$ cat src/rtl/vga_pkg.sv
// Shared types and default 800x600 raster timing for the VGA timing generator.
package vga_pkg;

   // Signed raster coordinate: negative in blanking, 0..ACTIVE-1 when visible.
   typedef logic signed [10:0] coord_t;

   // Default horizontal timing (pixels).
   localparam int H_ACTIVE_DEF = 800;
   localparam int H_FP_DEF     = 56;
   localparam int H_SYNC_DEF   = 120;
   localparam int H_BP_DEF     = 64;

   // Default vertical timing (lines).
   localparam int V_ACTIVE_DEF = 600;
   localparam int V_FP_DEF     = 37;
   localparam int V_SYNC_DEF   = 6;
   localparam int V_BP_DEF     = 23;

   // Sync polarity constants.
   localparam logic POL_HIGH = 1'b1;
   localparam logic POL_LOW  = 1'b0;

   // True when lo <= v <= hi (all signed).
   function automatic logic in_window(coord_t v, coord_t lo, coord_t hi);
      return (v >= lo) && (v <= hi);
   endfunction

   // Drive the active polarity while inside the sync window, idle level otherwise.
   function automatic logic sync_level(logic active, logic pol);
      return active ? pol : ~pol;
   endfunction

endpackage

$ cat src/rtl/vga_axis_counter.sv
// Signed up-counter for one raster axis: runs MIN..MAX, wraps to MIN by compare.
// Exposes the next-state value so the top can register decodes in step with it.
module vga_axis_counter
   import vga_pkg::*;
#(
   parameter coord_t MIN = -11'sd240,
   parameter coord_t MAX = 11'sd799
) (
   input  logic               clk,
   input  logic               rst,
   input  logic               en,
   output logic signed [10:0] count,
   output logic signed [10:0] count_next,
   output logic               tc
);

   assign tc = (count == MAX);

   // Next value: hold when idle, wrap on terminal count; the +1 never runs past MAX.
   always_comb begin
      count_next = count;
      if (en) begin
         if (tc) begin
            count_next = MIN;
         end else begin
            count_next = count + 11'sd1;
         end
      end
   end

   // Count register, async reset to the start of blanking.
   always_ff @(posedge clk or posedge rst) begin
      if (rst) begin
         count <= MIN;
      end else begin
         count <= count_next;
      end
   end

endmodule

$ cat src/rtl/vga_timing.sv
// Raster timing generator: signed pixel coordinates plus hsync/vsync/de and
// line/frame start pulses, all registered and aligned to the same clock edge.
module vga_timing
   import vga_pkg::*;
#(
   parameter int   HACTIVE = H_ACTIVE_DEF,
   parameter int   HFP     = H_FP_DEF,
   parameter int   HSYNC   = H_SYNC_DEF,
   parameter int   HBP     = H_BP_DEF,
   parameter int   VACTIVE = V_ACTIVE_DEF,
   parameter int   VFP     = V_FP_DEF,
   parameter int   VSYNC   = V_SYNC_DEF,
   parameter int   VBP     = V_BP_DEF,
   parameter logic HS_POL  = POL_HIGH,
   parameter logic VS_POL  = POL_HIGH
) (
   input  logic               clk,
   input  logic               rst,
   input  logic               pix_en,
   output logic signed [10:0] spotX,
   output logic signed [10:0] spotY,
   output logic               hsync,
   output logic               vsync,
   output logic               de,
   output logic               line_start,
   output logic               frame_start
);

   localparam coord_t H_MIN   = coord_t'(-(HFP + HSYNC + HBP));
   localparam coord_t H_MAX   = coord_t'(HACTIVE - 1);
   localparam coord_t HS_LO   = coord_t'(-(HSYNC + HBP));
   localparam coord_t HS_HI   = coord_t'(-HBP - 1);
   localparam coord_t V_MIN   = coord_t'(-(VFP + VSYNC + VBP));
   localparam coord_t V_MAX   = coord_t'(VACTIVE - 1);
   localparam coord_t VS_LO   = coord_t'(-(VSYNC + VBP));
   localparam coord_t VS_HI   = coord_t'(-VBP - 1);
   localparam coord_t ZERO    = '0;

   logic signed [10:0] x_cur;
   logic signed [10:0] x_next;
   logic signed [10:0] y_cur;
   logic signed [10:0] y_next;
   logic               h_tc;
   logic               v_en;
   logic               v_tc_unused;

   logic               hsync_d;
   logic               vsync_d;
   logic               de_d;
   logic               line_d;
   logic               frame_d;

   // Lines advance only on the pixel edge that wraps the horizontal counter.
   assign v_en = pix_en & h_tc;

   vga_axis_counter #(
      .MIN (H_MIN),
      .MAX (H_MAX)
   ) u_h (
      .clk        (clk),
      .rst        (rst),
      .en         (pix_en),
      .count      (x_cur),
      .count_next (x_next),
      .tc         (h_tc)
   );

   // Frame wrap falls out of v_en, so the vertical terminal count has no consumer.
   vga_axis_counter #(
      .MIN (V_MIN),
      .MAX (V_MAX)
   ) u_v (
      .clk        (clk),
      .rst        (rst),
      .en         (v_en),
      .count      (y_cur),
      .count_next (y_next),
      .tc         (v_tc_unused)
   );

   assign spotX = x_cur;
   assign spotY = y_cur;

   // Decode the coordinate about to be loaded so the registered flags line up with it.
   always_comb begin
      hsync_d = sync_level(in_window(x_next, HS_LO, HS_HI), HS_POL);
      vsync_d = sync_level(in_window(y_next, VS_LO, VS_HI), VS_POL);
      de_d    = !x_next[10] && !y_next[10];
      line_d  = (x_next == ZERO) && !y_next[10];
      frame_d = (x_next == ZERO) && (y_next == ZERO);
   end

   // Output register: levels hold while idle, pulses only follow a pixel edge.
   always_ff @(posedge clk or posedge rst) begin
      if (rst) begin
         hsync       <= ~HS_POL;
         vsync       <= ~VS_POL;
         de          <= 1'b0;
         line_start  <= 1'b0;
         frame_start <= 1'b0;
      end else if (pix_en) begin
         hsync       <= hsync_d;
         vsync       <= vsync_d;
         de          <= de_d;
         line_start  <= line_d;
         frame_start <= frame_d;
      end else begin
         line_start  <= 1'b0;
         frame_start <= 1'b0;
      end
   end

endmodule
$ cat config.mk
export PLATFORM = sky130hd
export DESIGN_NAME = vga_timing
export DESIGN_NICKNAME = d
export VERILOG_FILES = /design/src/rtl/vga_pkg.sv /design/src/rtl/vga_axis_counter.sv /design/src/rtl/vga_timing.sv
export SDC_FILE = /design/constraint.sdc
export NUM_CORES = 1
export LEC_CHECK = 0
export CORE_AREA = 4 4 46 88
export CTS_CLUSTER_DIAMETER = 30
export DETAILED_ROUTE_END_ITERATION = 12
export DIE_AREA = 0 0 50 92
export PLACE_DENSITY = 0.8
export SLEW_MARGIN = 10
export SYNTH_ARGS = -nofsm -noshare
export SYNTH_HDL_FRONTEND = slang
export SYNTH_HIERARCHICAL = 1
export SYNTH_SLANG_ARGS = --single-unit
$ cat constraint.sdc
create_clock -name clk -period 5.3 [get_ports clk]
set_clock_uncertainty 0.15 [all_clocks]
set_input_delay 0.53 -clock clk [delete_from_list [all_inputs] [get_ports clk]]
set_output_delay 0.53 -clock clk [all_outputs]
set_load 0.1 [all_outputs]
==> summary.md, run 1 <==
| Metric | Value |
|---|---|
| Setup bufs post-CTS | `0` |
| Placed Cells | `approximately 220` |
| Hpwl dp | `a little over 3000 um` |
| CTS tree | `done` |
| Routability Congestion | `just over 0.9` |
| Count of cell types in the netlist | `44` |
| Detailed Route Iter0 Violations | `33` |
| H-Tree Depth | `1` |
| WP buf/inv | `0` |
| CP Cell Sequence | `or4b_4 > nor3_2 > and2_1 > nand4_2 > or4_1 > nand3_1 > nor2_1 > mux2_1` |
| I/O pin total | `30` |
| Routed via count | `about 1300` |
| Final net count | `178` |
| Syn_nets | `roughly 150` |
| EDFF count, synth | `0` |
| Pins Over Slew Limit | `0` |
| Worst-path clk slew | `roughly 90 ps` |
| Met3 Use GR | `0.02764` |
| Slowest-stage cell, CP | `dfstp_2` |
| Ratio of cells with drive above 1 in the final layout | `0.1570` |
| Mapped Area | `around 1500 um2` |
| FF+latch count, synth | `27` |
| Total wire length | `3875 um` |
| Area of the multi-input gates | `just over 700 um2` |
| Initial antenna violation count | `0` |
| CP Launch Type | `flop` |
| Vias/cell | `a little under 6` |
| Clock latency on the worst-skew pair | `around 260 ps` |
| FFs w/ async S/R, synth | `1.000` |
| Post-route ant nets | `0` |
| Final worst path period share | `0.6320` |
| Status | `finished, final reports clean` |
| All-layer global routing usage | `0.1778` |
| Max_cap viols | `0` |
| Met2 Resource Use GR | `0.3264` |
| DRC Markers | `0` |
| Drt first pass iters | `4` |
| Die ar. | `4600 um2` |
| Setup TNS | `0 ps` |
| Longest Clk Path Bufs | `2` |
| Hold Buf Count CTS | `0` |
| First-pass GRT wire length | `about 6400 um` |
| CTS root buffer | `clkbuf_8` |
| Final Power | `~0.68 mW` |
| Hold crit path type | `flop to flop` |
| CTS resizes | `0` |
| CP Class | `flop to flop` |
| CP Capture Type | `flop` |
| Remaining Overflow, GRT | `0` |
| Power Dens Cells | `366.7 nW/um2` |
| Worst vdd ir | `around 0.46 mV` |
| Fin. Hold Viols | `0` |
| Post-Layout Cell Count | `220` |
| R2r setup slk | `around 2000 ps` |
| DIE WIDTH | `approximately 50 um` |
| Initial core utilization | `0.4282` |
| Top FF cell, synth | `dfrtp_1` |
| Fill cell total of the finished layout | `about 300` |
| Mean post-synth cell area | `roughly 10 um2` |
| Min Tclk post-route | `approximately 3300 ps` |
| WP data required | `between 5000 and 6000 ps` |
| DR WL/cell | `17.61 um` |
| Synth Instances | `140` |
| RSZ-0062 raised after global routing | `false` |
| Core area | `3416 um2` |
| Critical Path Max Stage Delay | `600 ps` |
| Layout Area Growth over Synthesis | `26.26%` |
| Largest net degree at the start of global routing | `15` |
| Flip-flop and latch area | `~690 um2` |
| Worst hold slack | `between 300 and 400 ps` |
| Final setup margin | `1950 ps` |
| Seq/Total Area, Yosys | `0.4731` |
| # diodes | `0` |
| Vias in the first global route | `1397` |
| Critical path peak fanout | `10` |
| Routing usage on met1 | `0.1822` |
| Port Buffers | `29` |
| Fmax | `roughly 300 MHz` |
| Crit path arrival time | `between 3000 and 4000 ps` |
| GR peak layer | `met2` |
| Worst Tran Pin Value | `~980 ps` |
| LEAKAGE | `around 0.74 nW` |
| Row Count | `30` |
| Setup WS pre-CTS | `2003 ps` |
| CTS sink count | `27` |
| Num CTS Buffers | `3` |
| Crit path max-delay family | `simple AND/OR/NAND/NOR gates` |
| Die Y | `between 90 and 100 um` |
| Max-slew headroom | `0.3430` |
| Final setup vio count | `0` |
| Synth Warn # | `6` |
-- where the power goes --
group	leakage, nW	internal (mW)	switching, mW
logic	0.403	0.0729	0.224
registers	0.316	0.231	0.0369
clock network	0.0228	0.0537	0.0589
-- sequential cells by signal, summed over array words and instances, names as in the netlist --
signal,cells
de,1
frame_start,1
hsync,1
line_start,1
u_h/count,11
u_v/count,11
vsync,1
-- final cells by class --
type / count / area share
Clock buffer: 4 / 0.02439
Inverter: 9 / 0.01829
Multi-Input combinational cell: 103 / 0.3930
Sequential cell: 27 / 0.3747
Tap cell: 48 / 0.03252
Timing Repair Buffer: 29 / 0.1572
-- cell usage after synthesis (3+ instances only) --
cell / n / area (um2)
dfrtp_1: 14 / 350.3
dfstp_2: 13 / 341.6
nand2_1: 11 / 41.29
nand3_1: 11 / 55.05
inv_1: 9 / 33.78
nor2_1: 6 / 22.52
xor2_1: 6 / 52.55
nand4_1: 5 / 31.28
nor3_1: 4 / 20.02
or3_1: 4 / 25.02
and4_1: 3 / 26.28
nand2b_1: 3 / 18.77
nor4_1: 3 / 18.77
o21ai_0: 3 / 15.01
o21ai_1: 3 / 15.01
o31ai_1: 3 / 22.52
or4_1: 3 / 22.52
xnor2_1: 3 / 26.28
-- per-layer routing --
layer | share of wire | up-vias
li1 | - | 580
met1 | 0.36 | 648
met2 | 0.56 | 51
met3 | 0.041 | 15
met4 | 0.037 | 0
met5 | 0 | -
-- worst paths after layout --
path                               from           end  cells after the start
setup / recovery           u_h/count[4]            de                      8
hold / removal                    hsync         hsync                      1
setup reg to reg           u_h/count[4]            de                      8
hold reg to reg                   hsync         hsync                      1
max in group asynchronous           rst  u_h/count[9]                      2
min in group asynchronous           rst         hsync                      2
-- placed cells by master (no fill, tap or decap), types with 3 or more instances in the layout --
| cell type | count |
|---|---|
| o21ai_0 | 3 |
| dfrtp_1 | 14 |
| clkdlybuf4s50_1 | 29 |
| and4_1 | 3 |
| xnor2_1 | 3 |
| inv_1 | 9 |
| o31ai_1 | 3 |
| nand2_1 | 11 |
| xor2_1 | 6 |
| nor2_1 | 6 |
| clkbuf_8 | 3 |
| dfstp_2 | 13 |
| o21ai_1 | 3 |
| nand4_1 | 5 |
| or4_1 | 3 |
| nand3_1 | 11 |
| nor4_1 | 3 |
| or3_1 | 4 |
| nor3_1 | 4 |
| nand2b_1 | 3 |
-- cells by family (layout without fill, tap and decap cells) --
family | after synthesis | after routing | share of synthesized area
xor gates and xnor gates | 9 | 9 | 0.05390
and+or+nand+nor | 68 | 68 | 0.3097
AOI/OAI and AO/OA | 22 | 22 | 0.1001
buffers and inverters | 10 | 42 | 0.03079
adders and majority gates | 2 | 2 | 0.01711
muxes | 2 | 2 | 0.01540
DFF | 27 | 27 | 0.4731
-- through the flow --
stage	utilization	instance area [um2]
after floorplan	-	1463
after global placement	0.5275	1802
after detailed placement	0.5275	1802
after CTS	0.5407	1847
after global routing	0.5407	1847
final	0.5407	1847
No activity file was read; power rests on OpenSTA's default activity.
==> inputs of run 2 (changes only) <==
Settings changed: PLACE_DENSITY 0.8 to 0.83.
Clock period 5.3 ns to 3 ns, I/O delays scaled along.
==> run 2 against run 1 <==
Global-route usage decreased by 0.62 points. Die area unchanged. Register-to-register slack got worse by 1800 ps. Highest routed layer unchanged.
==> summary.md, run 2 (synthesis results as in run 1) <==
| Metric | Value |
|---|---|
| Final cell utilization of the core | `0.5462` |
| DRC Markers | `0` |
| Setup WS pre-CTS | `39.40 ps` |
| Final net count | `about 190` |
| Worst Tran Pin Value | `approximately 430 ps` |
| Max-slew headroom | `0.7145` |
| CTS root buffer | `clkbuf_8` |
| WP data required | `approximately 3000 ps` |
| Longest Clk Path Bufs | `2` |
| CP Capture Type | `flop` |
| Die ar. | `4600 um2` |
| Max_cap viols | `0` |
| Top Registers | `u_h/count: 11 flops, u_v/count: 11 flops` |
| Hpwl dp | `around 3000 um` |
| Post-route ant nets | `0` |
| CP Cell Sequence | `or4b_4 > nor3_2 > and2_4 > buf_4 > nand4_4 > or4_1 > nand3_2 > nor2_2 > and4_1 > and4_1` |
| Initial core utilization | `0.4282` |
| CTS sink count | `27` |
| Routed via count | `between 1000 and 1500` |
| Final setup margin | `about 100 ps` |
| Power Dens Cells | `651.4 nW/um2` |
| Post-Layout Cell Count | `around 230` |
| Drt first pass iters | `4` |
| Fmax | `around 350 MHz` |
| Num CTS Buffers | `3` |
| H-Tree Depth | `1` |
| Initial antenna violation count | `0` |
| All-layer global routing usage | `0.1717` |
| Die Y | `approximately 92 um` |
| Pins Over Slew Limit | `0` |
| Ratio of cells with drive above 1 in the final layout | `0.3911` |
| # diodes | `0` |
| Port Buffers | `29` |
| Clock latency on the worst-skew pair | `270 ps` |
| Vias/cell | `~5.7` |
| Final worst path period share | `0.9656` |
| Crit path arrival time | `approximately 2900 ps` |
| Critical Path Max Stage Delay | `620 ps` |
| Most common cell after layout, fill and taps aside | `buf_4` |
| Core area | `around 3400 um2` |
| Fin. Hold Viols | `0` |
| Commonest cells after routing, fill and taps aside | `34 x buf_4, 12 x dfstp_2, 11 x nand2_1` |
| LEAKAGE | `approximately 0.83 nW` |
| Worst vdd ir | `approximately 0.67 mV` |
| First-pass GRT wire length | `between 6000 and 7000 um` |
| DIE WIDTH | `approximately 50 um` |
| CP Launch Type | `flop` |
| Hold crit path type | `primary input to async pin` |
| Slowest-stage cell, CP | `dfstp_4` |
| Remaining Overflow, GRT | `0` |
| Worst-path clk slew | `80 ps` |
| Final setup vio count | `0` |
| Total wire length | `about 3700 um` |
| Status | `finished, final reports clean` |
| Most frequent CP cell | `and4_1` |
| Critical path peak fanout | `6` |
| Hold Buf Count CTS | `0` |
| CTS tree | `done` |
| Worst hold slack | `152.2 ps` |
| Setup TNS | `0 ps` |
| Vias in the first global route | `about 1400` |
| Placed Cells | `approximately 220` |
| DR WL/cell | `approximately 16 um` |
| Detailed Route Iter0 Violations | `68` |
| CP Class | `flop to flop` |
| I/O pin total | `30` |
| RSZ-0062 raised after global routing | `false` |
| Layout Area Growth over Synthesis | `27.54%` |
| Routability Congestion | `0.8792` |
| Row Count | `30` |
| Fill cell total of the finished layout | `approximately 290` |
| Min Tclk post-route | `between 2000 and 3000 ps` |
| Largest net degree at the start of global routing | `15` |
## run 2: final timing paths
path                                   start      endpoint  slack (ps)  cells after the start
worst max register to register  u_h/count[4]   frame_start         100                     10
worst min-delay path                     rst            de         150                      2
max in group asynchronous                rst  u_v/count[8]        2130                      2
worst min register to register            de            de         380                      1
worst max-delay path            u_h/count[4]   frame_start         100                     10
min in group clk                          de            de         380                      1
## run 2: repair_timing
| action | in CTS | in global routing |
|---|---|---|
| resized for setup | 0 | 4 |
| setup endpoints to repair | 0 | 3 |
| buffers inserted | 0 | 1 |
## run 2: area by class of cell
type | instances | area, um2 | area share
Clock buffer | 4 | 45.04 | 0.02414
Inverter | 9 | 33.78 | 0.01811
Multi-Input combinational cell | 103 | 749.5 | 0.4017
Sequential cell | 27 | 701.9 | 0.3763
Tap cell | 48 | 60.06 | 0.03219
Timing Repair Buffer | 36 | 275.3 | 0.1476
## run 2: per-stage QoR
| step | power, mW | cell area, um2 |
|---|---|---|
| 2_1_floorplan | 0.8754 | 1486 |
| 3_3_place_gp | 1.007 | 1803 |
| 3_5_place_dp | 1.016 | 1803 |
| 4_1_cts | 1.222 | 1848 |
| 5_1_grt | 1.272 | 1866 |
| 6_report | 1.215 | 1866 |
## run 2: layer usage
metal | wire length (um) | GRT usage
met3 | 217 | 0.02764
met4 | 97 | 0.07621
met5 | 0 | 0
met1 | 1400 | 0.1901
met2 | 1997 | 0.3090
## run 2: report_power, final
group	leakage, nW	total [mW]	switching [mW]	internal [mW]
Combinational	0.502	0.545	0.409	0.135
Clock	0.0228	0.200	0.105	0.0950
Sequential	0.309	0.471	0.0559	0.415
## run 2: critical path: cells and delay by family, from the launching register on
family	cells	cell delay (ps)
buffers and inverters	1	120
and+or+nand+nor	9	1910
DFF	1	620
==> inputs of run 3 (changes only) <==
Settings changed: CTS_CLUSTER_DIAMETER 30 to unset.
==> results of run 3 <==
The final DEF is identical to that of run 2; final timing and power are the same.
